**src/rtl/cpu4004_pkg.sv**
```systemverilog
// Shared 4004 core definitions: machine-cycle phases, data bus buffer path codes,
// internal bus source selects and execute-class codes.
package cpu4004_pkg;

    typedef enum logic [2:0] {
        PH_A1 = 3'd0,
        PH_A2 = 3'd1,
        PH_A3 = 3'd2,
        PH_M1 = 3'd3,
        PH_M2 = 3'd4,
        PH_X1 = 3'd5,
        PH_X2 = 3'd6,
        PH_X3 = 3'd7
    } phase_e;

    // Data bus buffer direction; the buffer block imports these codes.
    localparam logic [1:0] PATH_OUT  = 2'b00;
    localparam logic [1:0] PATH_IN   = 2'b01;
    localparam logic [1:0] PATH_IDLE = 2'b10;

    localparam logic [1:0] SEL_PC      = 2'b00;
    localparam logic [1:0] SEL_ACC     = 2'b01;
    localparam logic [1:0] SEL_PAIR_HI = 2'b10;
    localparam logic [1:0] SEL_PAIR_LO = 2'b11;

    typedef enum logic [1:0] {
        XC_NONE  = 2'd0,
        XC_READ  = 2'd1,
        XC_WRITE = 2'd2,
        XC_SRC   = 2'd3
    } xclass_e;

    function automatic xclass_e classify(input logic src_instr, input logic io_write,
                                         input logic io_read);
        xclass_e cls;
        if (src_instr) begin
            cls = XC_SRC;
        end else if (io_write) begin
            cls = XC_WRITE;
        end else if (io_read) begin
            cls = XC_READ;
        end else begin
            cls = XC_NONE;
        end
        return cls;
    endfunction

endpackage

```
**src/rtl/machine_cycle_timing.sv**
```systemverilog
// Eight-phase 4004 machine-cycle sequencer: phase counter plus Moore decode of
// bus buffer controls, selects, strobes, SYNC and CM lines.
module machine_cycle_timing
    import cpu4004_pkg::*;
(
    input  logic       clk_2,
    input  logic       reset,
    input  logic       two_word,
    input  logic       io_read,
    input  logic       io_write,
    input  logic       src_instr,
    output logic       data_bus_buffer_enable,
    output logic [1:0] data_bus_buffer_path,
    output logic [1:0] out_src_sel,
    output logic [1:0] addr_nibble_sel,
    output logic       opr_load,
    output logic       opa_load,
    output logic       operand_hi_load,
    output logic       operand_lo_load,
    output logic       io_load,
    output logic       sync,
    output logic       cm_rom,
    output logic       cm_ram,
    output logic [2:0] phase
);

    phase_e  phase_q, phase_d;
    xclass_e xclass_q, xclass_d;
    logic    second_word_q, second_word_d;
    logic    pending_two_q, pending_two_d;

    // State register with synchronous reset.
    always_ff @(posedge clk_2) begin
        if (reset) begin
            phase_q       <= PH_A1;
            xclass_q      <= XC_NONE;
            second_word_q <= 1'b0;
            pending_two_q <= 1'b0;
        end else begin
            phase_q       <= phase_d;
            xclass_q      <= xclass_d;
            second_word_q <= second_word_d;
            pending_two_q <= pending_two_d;
        end
    end

    // Next state: free-running phase, class capture leaving M2, word tracking leaving X3.
    always_comb begin
        phase_d       = phase_e'(phase_q + 3'd1);
        xclass_d      = xclass_q;
        second_word_d = second_word_q;
        pending_two_d = pending_two_q;
        case (phase_q)
            PH_M2: begin
                if (second_word_q) begin
                    // Operand word carries no execute activity of its own.
                    xclass_d = XC_NONE;
                end else begin
                    xclass_d      = classify(src_instr, io_write, io_read);
                    pending_two_d = two_word;
                end
            end
            PH_X3: begin
                second_word_d = pending_two_q & ~second_word_q;
                pending_two_d = 1'b0;
                xclass_d      = XC_NONE;
            end
            default: begin
                xclass_d = xclass_q;
            end
        endcase
    end

    // Output decode from registered state, forced inactive while reset is high.
    always_comb begin
        data_bus_buffer_enable = 1'b0;
        data_bus_buffer_path   = PATH_IDLE;
        out_src_sel            = SEL_PC;
        addr_nibble_sel        = 2'd0;
        opr_load               = 1'b0;
        opa_load               = 1'b0;
        operand_hi_load        = 1'b0;
        operand_lo_load        = 1'b0;
        io_load                = 1'b0;
        sync                   = 1'b0;
        cm_rom                 = 1'b0;
        cm_ram                 = 1'b0;
        phase                  = 3'd0;
        if (reset) begin
            phase = 3'd0;
        end else begin
            phase = phase_q;
            case (phase_q)
                PH_A1, PH_A2, PH_A3: begin
                    data_bus_buffer_enable = 1'b1;
                    data_bus_buffer_path   = PATH_OUT;
                    addr_nibble_sel        = phase_q[1:0];
                    cm_rom                 = (phase_q == PH_A3);
                end
                PH_M1: begin
                    data_bus_buffer_enable = 1'b1;
                    data_bus_buffer_path   = PATH_IN;
                    opr_load               = ~second_word_q;
                    operand_hi_load        = second_word_q;
                end
                PH_M2: begin
                    data_bus_buffer_enable = 1'b1;
                    data_bus_buffer_path   = PATH_IN;
                    opa_load               = ~second_word_q;
                    operand_lo_load        = second_word_q;
                end
                PH_X2: begin
                    case (xclass_q)
                        XC_SRC: begin
                            data_bus_buffer_enable = 1'b1;
                            data_bus_buffer_path   = PATH_OUT;
                            out_src_sel            = SEL_PAIR_HI;
                            cm_ram                 = 1'b1;
                        end
                        XC_WRITE: begin
                            data_bus_buffer_enable = 1'b1;
                            data_bus_buffer_path   = PATH_OUT;
                            out_src_sel            = SEL_ACC;
                        end
                        XC_READ: begin
                            data_bus_buffer_enable = 1'b1;
                            data_bus_buffer_path   = PATH_IN;
                            io_load                = 1'b1;
                        end
                        default: begin
                            data_bus_buffer_enable = 1'b0;
                        end
                    endcase
                end
                PH_X3: begin
                    sync = 1'b1;
                    if (xclass_q == XC_SRC) begin
                        data_bus_buffer_enable = 1'b1;
                        data_bus_buffer_path   = PATH_OUT;
                        out_src_sel            = SEL_PAIR_LO;
                    end else begin
                        data_bus_buffer_enable = 1'b0;
                    end
                end
                default: begin
                    data_bus_buffer_enable = 1'b0;
                end
            endcase
        end
    end

endmodule

```
**config.mk**
```make
export PLATFORM = sky130hd
export DESIGN_NAME = machine_cycle_timing
export DESIGN_NICKNAME = d
export VERILOG_FILES = /design/src/rtl/cpu4004_pkg.sv /design/src/rtl/machine_cycle_timing.sv
export SDC_FILE = /design/constraint.sdc
export NUM_CORES = 1
export LEC_CHECK = 0
export ABC_CLOCK_PERIOD_IN_PS = 3800
export CORE_MARGIN = 10
export CORE_UTILIZATION = 44
export CTS_CLUSTER_DIAMETER = 30
export DETAILED_ROUTE_END_ITERATION = 6
export PLACE_DENSITY = 0.82
export SYNTH_ARGS = -nofsm -noshare
export SYNTH_HDL_FRONTEND = slang
export SYNTH_SLANG_ARGS = --single-unit
```
**constraint.sdc**
```tcl
create_clock -name clk_2 -period 3.8 [get_ports clk_2]
set_input_delay 0.38 -clock clk_2 [delete_from_list [all_inputs] [get_ports clk_2]]
set_output_delay 0.38 -clock clk_2 [all_outputs]
set_load 0.05 [all_outputs]
```
Word level (Yosys, flattened, before mapping)
Cells that the tools add are included.
{ "totals": {"register_bits": 7, "inputBits": 6, "out_inout_bits": 18} }
{ "op_classes": {"add_sub_neg": 1, "n_eq_ne": 10, "n_mux": 39, "bitwise": 2, "n_reduce_logical": 8} }
{ "op_table": {"columns": ["cell", "count"], "rows": [
  ["$mux 1", 22],
  ["$mux 2", 9],
  ["$pmux 2 s2", 4],
  ["$eq 3x3->1 const B", 3],
  ["$pmux 2 s4", 1],
  ["$eq 3x2->1 const B", 2],
  ["$reduce_or 3->1", 2],
  ["$reduce_or 5->1", 1],
  ["$eq 2x2->1 const B", 2],
  ["$reduce_or 2->1", 2],
  ["$add 3x1->3 const B", 1],
  ["$eq 3x1->1 const B", 1],
  ["$logic_not 3->1", 1],
  ["$mux 3", 1],
  ["$pmux 1 s3", 1],
  ["$eq 2x1->1 const B", 1],
  ["$ne 2x2->1 const B", 1],
  ["$pmux 1 s2", 1],
  ["$reduce_and 2->1", 1],
  ["$reduce_bool 2->1", 1],
  ["$and 1x1->1", 1],
  ["$not 1->1", 1]
]} }

Depth between registers and ports, before layout
Gate-level depths: netlist (run 1).
{ "logic_depth": {"ltp_word": 5, "depth_mapped": 6} }

Worst setup path before layout (run 1)
OpenSTA, ideal clock, no wires.
{ "synth_timing": {"kind": "register -> output", "start": "register phase_q[0]", "end": "output out_src_sel[1]", "arrival_ns": 2.142, "t_required_ns": 3.420, "slack_ns": 1.278, "path_stages_with_launch": 6, "cell_sequence": "dfxtp_1 > ha_1 > ha_1 > clkbuf_1 > a21oi_1 > nor3_1"} }
{ "synth_via": {"elab_chain_len": 3, "word_cells_on_any_way": 4} }
{ "synth_lines": {"columns": ["element", "line_no", "source"], "rows": [
  ["from (decl)", "machine_cycle_timing.sv:27", "phase_e phase_q, phase_d;"],
  ["from (signal assigned)", "machine_cycle_timing.sv:40", "phase_q <= phase_d;"],
  ["$eq 3x3->1", "machine_cycle_timing.sv:93", "case (phase_q)"],
  ["$pmux 2 s2 *", "machine_cycle_timing.sv:93", null],
  ["$mux 2 *", "machine_cycle_timing.sv:89", "if (reset) begin"],
  ["to (decl)", "machine_cycle_timing.sv:14", "output logic [1:0] out_src_sel,"]
]} }
Every way passes the cells marked *; elsewhere a longest branch is shown, timed or not.

Final worst setup path (run 1)
{ "layout_timing": {"start": "register phase_q[2]", "end": "output data_bus_buffer_enable"} }
{ "layout_via": {"elab_chain_len": 4, "word_cells_on_any_way": 10} }
{ "layout_lines": {"columns": ["element", "line_no", "source"], "rows": [
  ["$eq 3x2->1, or another cell as far along", "machine_cycle_timing.sv:93", null],
  ["$reduce_or 5->1 (no line)", null, null],
  ["$pmux 1 s3 *", "machine_cycle_timing.sv:93", null],
  ["$mux 1 *", "machine_cycle_timing.sv:89", null],
  ["to (decl)", "machine_cycle_timing.sv:12", "output logic data_bus_buffer_enable,"]
]} }
Marks and branches as above.

==> impl_results.rst, run 1 <==
.. list-table::
   :header-rows: 1

   * - Metric
     - Value
   * - Primary flip-flop cell chosen by synthesis mapping
     - sky130_fd_sc_hd__dfxtp_1
   * - Syn nets
     - 90
   * - Slew @ Worst Pin
     - 679 ps
   * - Die Outline Area
     - 3170 sq um
   * - Outcome
     - finished clean
   * - Share of final-layout standard cells stronger than drive strength 1
     - 5.94%
   * - Top library cells by usage in the layout, fill and taps aside
     - 23 x sky130_fd_sc_hd__clkdlybuf4s50_1, 9 x sky130_fd_sc_hd__nor2_1, 7 x sky130_fd_sc_hd__dfxtp_1
   * - Data required time of the worst path
     - 3420 ps
   * - Total of max-cap violations
     - 0
   * - Net switching power of the design
     - 82.6 uW
   * - Share of synthesized registers carrying an async set or reset
     - 0%
   * - Die height
     - 56.3 um
   * - Crit path DAT
     - 2650 ps
   * - Final hold violations
     - 0
   * - Number of port buffers
     - 23
   * - Mean area per synthesized cell
     - 7.43 sq um
   * - Area of the core region
     - 1270 sq um
   * - Maximum fanout count along the critical path
     - 17
   * - Largest net degree at the start of global routing
     - 22
   * - Worst clock skew
     - 2.04 ps
   * - Proportion of total power due to net switching
     - 36.6%
   * - CP top delay family
     - buffers and inverters
   * - Syn-to-layout area delta
     - 44.9%
   * - Final Setup Violations
     - 0
   * - Vias after detailed routing
     - 622
   * - Cell-by-cell trace of the critical path
     - ha_1 > a22o_1 > nand2_1 > a21oi_1 > clkdlybuf4s50_1
   * - Sequential power share
     - 37.4%
   * - Vias in the first global route
     - 569
   * - Worst hold slack across all endpoints
     - 503 ps
   * - Final TNS setup
     - 0 ps
   * - Row count
     - 13
   * - Power Density
     - 269 nW/um^2
   * - Drt drc
     - 0
   * - Relative slew slack
     - 54.6%
   * - Clock buffers created by TritonCTS
     - 3
   * - Kind of end point of the critical path
     - output pin
   * - TritonCTS clock tree
     - built
   * - Highest attainable clock frequency
     - 330 MHz
   * - CTS H-tree lvls
     - 1
   * - Initial standard-cell utilization of the core
     - 45.7%
   * - Ant diodes
     - 0
   * - Maximum resistive drop on vdd
     - 195 uV
   * - Resized cells post-CTS
     - 0
   * - Clock share of power
     - 31.0%
   * - Most common cell after layout, fill and taps aside
     - sky130_fd_sc_hd__clkdlybuf4s50_1
   * - Final count of pins violating max slew
     - 0
   * - Clock slew at reported path FFs
     - 50 ps
   * - Overall track demand over capacity in global routing
     - 9.91%
   * - Worst-case clock buffer depth
     - 2
   * - Antenna violation net count after detailed routing
     - 0
   * - Number of unique standard cell types used by synthesis
     - 27
   * - Remaining global-route overflow
     - 0
   * - I/O pin count
     - 24
   * - Final Critical Period
     - 3030 ps
   * - Worst Path Buf+Inv
     - 1
   * - Layout Nets
     - 114
   * - Syn Inst Count
     - 78
   * - Cell Area, Synth
     - 579 sq um
   * - Sequential fraction of the synthesis area
     - 24.2%
   * - Flop and latch count out of synthesis
     - 7
   * - Antenna violations before repair
     - 0
   * - Final Cycle Share
     - 79.8%
   * - Worst Setup Start Kind
     - flop
   * - Insertion delay to the later sink of the worst-skew pair
     - 260 ps
   * - Gp weighted congestion
     - 0.763
   * - Crit path max-delay cell type
     - sky130_fd_sc_hd__clkdlybuf4s50_1
   * - Hold WC Path Type
     - reg2reg
   * - Unrepaired setup endpoints after global routing
     - no
   * - Design internal power
     - 143 uW
   * - Number of fillers in the final layout
     - 130
   * - # Post-CTS Setup Buffers
     - 0
   * - Root Driver
     - sky130_fd_sc_hd__clkbuf_4
   * - Largest stage delay, worst path
     - 860 ps
   * - Crit Path Category
     - reg2out
   * - Clock sinks
     - 7
   * - Cts-stage hold buffer count
     - 0
   * - First-pass GRT wire length
     - 2630 um
   * - Synthesis warning total
     - 0
   * - Via count normalized by instance count
     - 5.36
   * - Number of flops mapped to enable cells by yosys
     - 0
   * - Total detailed-routing wirelength
     - 1550 um
   * - Leakage Power
     - 0.293 nW
   * - Number of iterations in the first detailed-routing pass
     - 4
   * - Average wire per standard cell
     - 13.4 um
   * - DP Wirelength
     - 1190 um
   * - Detailed router's first-iteration violation count
     - 15
   * - Part of the total power dissipated in combinational logic
     - 31.6%
   * - Die W
     - 56.3 um
synthesized netlist by cell type (2+ instances only):
cell | number | area [sq um]
sky130_fd_sc_hd__dfxtp_1 | 7 | 140
sky130_fd_sc_hd__nand2b_1 | 2 | 12.5
sky130_fd_sc_hd__nand3b_1 | 3 | 22.5
sky130_fd_sc_hd__nand2_1 | 6 | 22.5
sky130_fd_sc_hd__ha_1 | 6 | 75.1
sky130_fd_sc_hd__nor3b_1 | 4 | 30.0
sky130_fd_sc_hd__o21ai_0 | 2 | 10.0
sky130_fd_sc_hd__inv_1 | 5 | 18.8
sky130_fd_sc_hd__o2111ai_1 | 2 | 17.5
sky130_fd_sc_hd__nor2_1 | 9 | 33.8
sky130_fd_sc_hd__nor3_1 | 4 | 20.0
sky130_fd_sc_hd__clkbuf_1 | 2 | 7.51
sky130_fd_sc_hd__a211oi_1 | 2 | 15.0
sky130_fd_sc_hd__and2_1 | 2 | 12.5
sky130_fd_sc_hd__and3_1 | 2 | 12.5
sky130_fd_sc_hd__a21oi_1 | 6 | 30.0
sky130_fd_sc_hd__nor2b_1 | 4 | 25.0
power by group through the flow:
stage	combinational [mW]	clock (mW)	sequential (mW)
global placement	0.0703	0	0.0857
floorplan	0.0503	0	0.0828
detailed placement	0.0714	0	0.0858
CTS	0.0717	0.0728	0.0842
finish	0.0712	0.0700	0.0844
global route	0.0763	0.0787	0.0851
per-stage QoR:
step                      utilization (%)  cell area [sq um]  std cells  power (mW)  setup slack (ps)
after floorplan                         -                579         78       0.133              1280
after global placement               64.0                812        112       0.156               974
after detailed placement             64.0                812        112       0.157               924
after CTS                            66.2                840        116       0.229               760
after global routing                 66.2                840        116       0.240               555
final                                66.2                840        116       0.226               769
path summary, 6_finish.rpt:
kind / start / to / slack, ps / cells past startpoint
worst max-delay path: phase_q[2]$_SDFF_PP0_ / data_bus_buffer_enable / 770 / 5
worst min-delay path: phase_q[0]$_SDFF_PP0_ / phase_q[0]$_SDFF_PP0_ / 500 / 1
worst max register to register: phase_q[0]$_SDFF_PP0_ / pending_two_q$_SDFFE_PP0P_ / 2100 / 4
worst min register to register: phase_q[0]$_SDFF_PP0_ / phase_q[0]$_SDFF_PP0_ / 500 / 1
state kept, by name (all words and copies together), names as in the netlist:
name	flops
xclass_q	2
second_word_q	1
pending_two_q	1
phase_q	3
cell type report:
class                   count  area (sq um)  share of cell area, %
inverters                   5          18.8                   2.24
well taps                  15          18.8                   2.24
flip-flops and latches      7           140                   16.7
clock inverters             1          5.00                  0.596
repair buffers             23           230                   27.4
multi-input cells          62           404                   48.1
clock buffers               3          22.5                   2.68
logic make-up (layout without fill, tap and decap cells):
group / Yosys count / in the layout / share of synthesized area [%]
muxes: 1 / 1 / 1.94
buffers and inverters: 9 / 32 / 6.05
adders and majority gates: 6 / 6 / 13.0
DFF: 7 / 7 / 24.2
and+or+nand+nor: 39 / 39 / 36.9
AOI/OAI and AO/OA: 16 / 16 / 17.9
layer usage:
metal,part of all wire [%],GRT usage (%),up-vias
met5,0,0,-
met4,2.3,5.15,0
met3,8.4,5.62,5
met2,46,15.2,19
met1,43,10.5,274
li1,-,-,324
(Power assumes the default switching activity.)
==> inputs of run 2 (changes only) <==
--- a/config.mk
+++ b/config.mk
@@ -5,12 +5,12 @@
 export SDC_FILE = /design/constraint.sdc
 export NUM_CORES = 1
 export LEC_CHECK = 0
-export ABC_CLOCK_PERIOD_IN_PS = 3800
+export ABC_CLOCK_PERIOD_IN_PS = 2600
 export CORE_MARGIN = 10
-export CORE_UTILIZATION = 44
+export CORE_UTILIZATION = 37
 export CTS_CLUSTER_DIAMETER = 30
 export DETAILED_ROUTE_END_ITERATION = 6
-export PLACE_DENSITY = 0.82
+export PLACE_DENSITY = 0.74
 export SYNTH_ARGS = -nofsm -noshare
 export SYNTH_HDL_FRONTEND = slang
 export SYNTH_SLANG_ARGS = --single-unit
==> constraint.sdc (replaced) <==
create_clock -name clk_2 -period 2.6 [get_ports clk_2]
set_input_delay 0.26 -clock clk_2 [delete_from_list [all_inputs] [get_ports clk_2]]
set_output_delay 0.26 -clock clk_2 [all_outputs]
set_load 0.05 [all_outputs]
==> run 2 against run 1 <==
  * Via count up 0.96%
  * Register-to-register slack worse by 1200 ps
  * Die area up 12%
  * Global-route usage down 0.11 points
  * First-iteration DRC count up 13%
  * Flip-flop and latch count unchanged
  * Clock skew up 0.63 ps
  * Wire length up 1.9%
  * Critical path type unchanged
==> impl_results.rst, run 2 (synthesis results as in run 1) <==
.. list-table::
   :header-rows: 1

   * - Metric
     - Value
   * - Final Setup Violations
     - 0
   * - I/O pin count
     - 24
   * - Slew @ Worst Pin
     - 384 ps
   * - Worst Path Buf+Inv
     - 1
   * - Vias in the first global route
     - 575
   * - Antenna violation net count after detailed routing
     - 0
   * - Worst reg2reg path depth
     - 5
   * - Worst R2R Start
     - phase_q[0]$_SDFF_PP0_
   * - Syn-to-layout area delta
     - 46.2%
   * - Drt drc
     - 0
   * - Unrepaired setup endpoints after global routing
     - no
   * - Detailed router's first-iteration violation count
     - 17
   * - Worst Setup Start Kind
     - flop
   * - Average wire per standard cell
     - 13.3 um
   * - Clock buffers created by TritonCTS
     - 3
   * - Final count of pins violating max slew
     - 0
   * - Crit Path Category
     - reg2out
   * - Number of iterations in the first detailed-routing pass
     - 4
   * - Row count
     - 14
   * - First-pass GRT wire length
     - 2700 um
   * - Worst clock skew
     - 2.68 ps
   * - Endpoint with the worst hold slack
     - phase_q[0]$_SDFF_PP0_
   * - Layout Nets
     - 116
   * - Die Outline Area
     - 3550 sq um
   * - Die W
     - 59.6 um
   * - Share of final-layout standard cells stronger than drive strength 1
     - 24.3%
   * - Cts-stage hold buffer count
     - 0
   * - Highest attainable clock frequency
     - 463 MHz
   * - Outcome
     - finished clean
   * - Pwr Total
     - 330 uW
   * - Insertion delay to the later sink of the worst-skew pair
     - 260 ps
   * - Initial standard-cell utilization of the core
     - 38.9%
   * - Worst-case clock buffer depth
     - 2
   * - Via count normalized by instance count
     - 5.28
   * - Cells on Worst Hold Path
     - 1
   * - Total of max-cap violations
     - 0
   * - Number of port buffers
     - 23
   * - Clock slew at reported path FFs
     - 50 ps
   * - Most common cell after layout, fill and taps aside
     - sky130_fd_sc_hd__buf_4
   * - Number of flip-flops under the largest register name
     - 3
   * - Largest stage delay, worst path
     - 430 ps
   * - Relative slew slack
     - 74.4%
   * - Final TNS setup
     - 0 ps
   * - Gp weighted congestion
     - 0.830
   * - DP Wirelength
     - 1220 um
   * - Top Registers
     - phase_q: 3 flops, xclass_q: 2 flops
   * - Maximum fanout count along the critical path
     - 13
   * - Resized cells post-CTS
     - 0
   * - Overall track demand over capacity in global routing
     - 9.80%
   * - TritonCTS clock tree
     - built
   * - Total detailed-routing wirelength
     - 1580 um
   * - CP top delay family
     - adder cells
   * - Kind of end point of the critical path
     - output pin
   * - Power Density
     - 389 nW/um^2
   * - Vias after detailed routing
     - 628
   * - Worst hold path startpoint
     - phase_q[0]$_SDFF_PP0_
   * - Top library cells by usage in the layout, fill and taps aside
     - 17 x sky130_fd_sc_hd__buf_4, 9 x sky130_fd_sc_hd__nor2_1, 7 x sky130_fd_sc_hd__dfxtp_1
   * - Ant diodes
     - 0
   * - Hold WC Path Type
     - reg2reg
   * - Antenna violations before repair
     - 0
   * - Leakage Power
     - 0.342 nW
   * - Crit path DAT
     - 1900 ps
   * - CTS H-tree lvls
     - 1
   * - FF-to-FF End
     - pending_two_q$_SDFFE_PP0P_
   * - Cell-by-cell trace of the critical path
     - ha_1 > ha_1 > a22o_1 > nand2_1 > a21oi_1 > buf_4
   * - Cell type with the highest occurrence count on the critical path
     - sky130_fd_sc_hd__ha_1
   * - Die height
     - 59.6 um
   * - Clock sinks
     - 7
   * - Maximum resistive drop on vdd
     - 302 uV
   * - Crit path max-delay cell type
     - sky130_fd_sc_hd__dfxtp_1
   * - Final hold violations
     - 0
   * - Final Cycle Share
     - 83.1%
   * - Largest net degree at the start of global routing
     - 18
   * - Root Driver
     - sky130_fd_sc_hd__clkbuf_4
   * - Setup slack, reg-to-reg
     - 900 ps
   * - Area of the core region
     - 1490 sq um
   * - Data required time of the worst path
     - 2340 ps
   * - Remaining global-route overflow
     - 0
   * - Most flops, register
     - phase_q
   * - Final Critical Period
     - 2160 ps
   * - # Post-CTS Setup Buffers
     - 0
run 2: how the worst max path moves through the flow:
stage,end,slack [ps],depth (start not counted),startpoint
final,data_bus_buffer_enable,440,6,phase_q[0]$_SDFF_PP0_
after global routing,data_bus_buffer_enable,260,6,phase_q[0]$_SDFF_PP0_
after CTS,data_bus_buffer_enable,420,6,phase_q[0]$_SDFF_PP0_
after detailed placement,out_src_sel[1],690,4,reset
after global placement,out_src_sel[1],700,4,reset
after floorplan,out_src_sel[1],200,5,phase_q[0]$_SDFF_PP0_
run 2: cell type report:
class	instances	area [sq um]
multi-input cells	62	404
fillers	144	642
flip-flops and latches	7	140
inverters	5	18.8
repair buffers	25	238
well taps	16	20.0
clock buffers	4	26.3
run 2: per-stage QoR:
step	instances	instance area, sq um	worst slack (ps)	hold WS [ps]	util [%]
detailed placement	115	821	688	492	55.1
global placement	115	821	698	478	55.1
CTS	119	847	416	505	56.9
floorplan	78	579	198	453	-
finish	119	847	439	497	56.9
global route	119	847	264	543	56.9
run 2: report_power, final:
| group | total [mW] | switching (mW) | internal, mW | leakage [nW] |
|---|---|---|---|---|
| registers | 0.119 | 0.00651 | 0.113 | 0.0571 |
| logic | 0.107 | 0.0682 | 0.0387 | 0.270 |
| clock network | 0.104 | 0.0449 | 0.0589 | 0.0150 |
| total | 0.330 | 0.120 | 0.210 | 0.342 |
run 2: layer usage:
metal | GRT usage (%) | vias up | wire (um)
li1 | - | 327 | -
met1 | 11.8 | 274 | 708
met2 | 13.5 | 23 | 716
met3 | 5.58 | 4 | 137
met4 | 4.81 | 0 | 21
met5 | 0 | - | 0
==> inputs of run 3 (changes only) <==
--- a/config.mk
+++ b/config.mk
@@ -5,12 +5,12 @@
 export SDC_FILE = /design/constraint.sdc
 export NUM_CORES = 1
 export LEC_CHECK = 0
-export ABC_CLOCK_PERIOD_IN_PS = 2600
+export ABC_CLOCK_PERIOD_IN_PS = 2000
 export CORE_MARGIN = 10
-export CORE_UTILIZATION = 37
+export CORE_UTILIZATION = 41
 export CTS_CLUSTER_DIAMETER = 30
 export DETAILED_ROUTE_END_ITERATION = 6
-export PLACE_DENSITY = 0.74
+export PLACE_DENSITY = 0.77
 export SYNTH_ARGS = -nofsm -noshare
 export SYNTH_HDL_FRONTEND = slang
 export SYNTH_SLANG_ARGS = --single-unit
==> constraint.sdc (replaced) <==
create_clock -name clk_2 -period 2 [get_ports clk_2]
set_input_delay 0.2 -clock clk_2 [delete_from_list [all_inputs] [get_ports clk_2]]
set_output_delay 0.2 -clock clk_2 [all_outputs]
set_load 0.05 [all_outputs]
==> run 3 against run 2 <==
  * Combinational power up 70%
  * Via count up 7.6%
  * Cell area up 30%
  * Count of clock-buffer cells in the layout unchanged
  * Sequential share of layout area down 3.2 points
  * Wire length up 21%
  * First-iteration DRC count unchanged
  * Power up 45%
  * Register-to-register slack worse by 600 ps
  * Final cell count up 0.84%
  * Utilization up 26 points
  * Critical endpoint is now data_bus_buffer_path[1]
  * Largest power group is now combinational cells
==> impl_results.rst, run 3 (synthesis results as in run 1) <==
.. list-table::
   :header-rows: 1

   * - Metric
     - Value
   * - Cell-by-cell trace of the critical path
     - ha_1 > ha_1 > buf_6 > nor2_1 > o21ai_1 > o211ai_1 > clkbuf_16
   * - Crit path max-delay cell type
     - sky130_fd_sc_hd__dfxtp_4
   * - Row count
     - 13
   * - First-pass GRT wire length
     - 3330 um
   * - Largest net degree at the start of global routing
     - 13
   * - Largest stage delay, worst path
     - 360 ps
   * - Vias in the first global route
     - 715
   * - Top library cells by usage in the layout, fill and taps aside
     - 17 x sky130_fd_sc_hd__buf_12, 9 x sky130_fd_sc_hd__nor2_1, 6 x sky130_fd_sc_hd__nand2_1
   * - Vias after detailed routing
     - 676
   * - Area of the core region
     - 1320 sq um
   * - Worst-case clock buffer depth
     - 2
   * - Worst hold slack across all endpoints
     - 462 ps
   * - Highest attainable clock frequency
     - 518 MHz
   * - Via count normalized by instance count
     - 5.63
   * - Crit Path Category
     - reg2out
   * - Average wire per standard cell
     - 16.0 um
   * - Count of placed standard cells including taps
     - 116
   * - Data required time of the worst path
     - 1800 ps
   * - Clock sinks
     - 7
   * - Slew @ Worst Pin
     - 342 ps
   * - Clock buffers created by TritonCTS
     - 3
   * - TritonCTS clock tree
     - built
   * - # Post-CTS Setup Buffers
     - 0
   * - Cell type with the highest occurrence count on the critical path
     - sky130_fd_sc_hd__ha_1
   * - Drt drc
     - 0
   * - Syn-to-layout area delta
     - 89.6%
   * - Number of port buffers
     - 23
   * - Kind of end point of the critical path
     - output pin
   * - Leakage Power
     - 0.407 nW
   * - I/O pin count
     - 24
   * - Unrepaired setup endpoints after global routing
     - yes
   * - Layout Nets
     - 118
   * - Most flops, register
     - phase_q
   * - Detailed router's first-iteration violation count
     - 17
   * - Power Density
     - 436 nW/um^2
   * - Worst clock skew
     - 0.538 ps
   * - Number of iterations in the first detailed-routing pass
     - 4
   * - Maximum resistive drop on vdd
     - 388 uV
   * - Final hold violations
     - 0
   * - Cell depth of the worst setup path
     - 7
   * - Gp weighted congestion
     - 0.763
   * - Die height
     - 57.6 um
   * - DP Wirelength
     - 1510 um
   * - Cts-stage hold buffer count
     - 0
   * - CP top delay family
     - adder cells
   * - Share of final-layout standard cells stronger than drive strength 1
     - 36.2%
   * - Worst reg2reg path depth
     - 5
   * - Overall track demand over capacity in global routing
     - 12.6%
   * - Top Registers
     - phase_q: 3 flops, xclass_q: 2 flops
   * - Crit path DAT
     - 1730 ps
   * - Total detailed-routing wirelength
     - 1920 um
   * - CTS H-tree lvls
     - 1
   * - Final Setup Violations
     - 0
   * - Antenna violations before repair
     - 0
   * - Hold WC Path Type
     - reg2reg
   * - Maximum fanout count along the critical path
     - 12
   * - Worst Setup Start Kind
     - flop
   * - Worst Path Buf+Inv
     - 2
   * - Initial standard-cell utilization of the core
     - 44.0%
   * - Root Driver
     - sky130_fd_sc_hd__clkbuf_4
   * - Final Cycle Share
     - 96.6%
   * - Die W
     - 57.6 um
   * - Final cell count without fillers
     - 120
   * - Remaining global-route overflow
     - 0
   * - Final Critical Period
     - 1930 ps
   * - Most common cell after layout, fill and taps aside
     - sky130_fd_sc_hd__buf_12
   * - Post-Route Utilization
     - 83.4%
   * - Clock slew at reported path FFs
     - 50 ps
   * - Insertion delay to the later sink of the worst-skew pair
     - 260 ps
   * - Final TNS setup
     - 0 ps
   * - Final count of pins violating max slew
     - 0
   * - Number of flip-flops under the largest register name
     - 3
   * - Ant diodes
     - 0
   * - Outcome
     - finished clean
   * - Die Outline Area
     - 3320 sq um
   * - Total of max-cap violations
     - 0
   * - Relative slew slack
     - 77.0%
   * - Antenna violation net count after detailed routing
     - 0
   * - Cells on Worst Hold Path
     - 1
-- run 3: layout make-up --
type,count,area (sq um)
repair buffers,27,449
multi-input cells,62,439
fillers,74,219
flip-flops and latches,7,146
clock buffers,4,26.3
inverters,5,18.8
well taps,15,18.8
-- run 3: final timing paths --
kind / from / end / slack [ps]
worst max-delay path: phase_q[0]$_SDFF_PP0_ / data_bus_buffer_path[1] / 70
worst min-delay path: phase_q[0]$_SDFF_PP0_ / phase_q[0]$_SDFF_PP0_ / 460
worst max register to register: phase_q[0]$_SDFF_PP0_ / pending_two_q$_SDFFE_PP0P_ / 300
worst min register to register: phase_q[0]$_SDFF_PP0_ / phase_q[0]$_SDFF_PP0_ / 460
-- run 3: routing by layer --
metal | part of all wire, % | vias up | global-route usage (%)
met2 | 52 | 21 | 22.4
met5 | 0 | - | 0
met1 | 37 | 316 | 11.2
met3 | 8.0 | 4 | 6.86
li1 | - | 335 | -
met4 | 2.9 | 0 | 6.71
-- run 3: where the power goes --
part           total [mW]  internal (mW)  leakage, nW  switching (mW)
Clock               0.137         0.0766       0.0150          0.0599
Sequential          0.160          0.147       0.0584          0.0127
Combinational       0.182         0.0845        0.333          0.0978
-- run 3: what timing repair did --
action	4_1_cts	5_1_grt
gates resized for setup	7	4
pin swaps	1	1
setup endpoints to repair	1	4
-- run 3: per-stage QoR --
stage | setup slack [ps] | total power, mW | area (sq um)
2_1_floorplan | -42.9 | 0.254 | 603
3_3_place_gp | 347 | 0.336 | 1050
3_5_place_dp | 277 | 0.340 | 1050
4_1_cts | 17.4 | 0.486 | 1100
5_1_grt | -44.1 | 0.504 | 1100
6_report | 68.5 | 0.479 | 1100
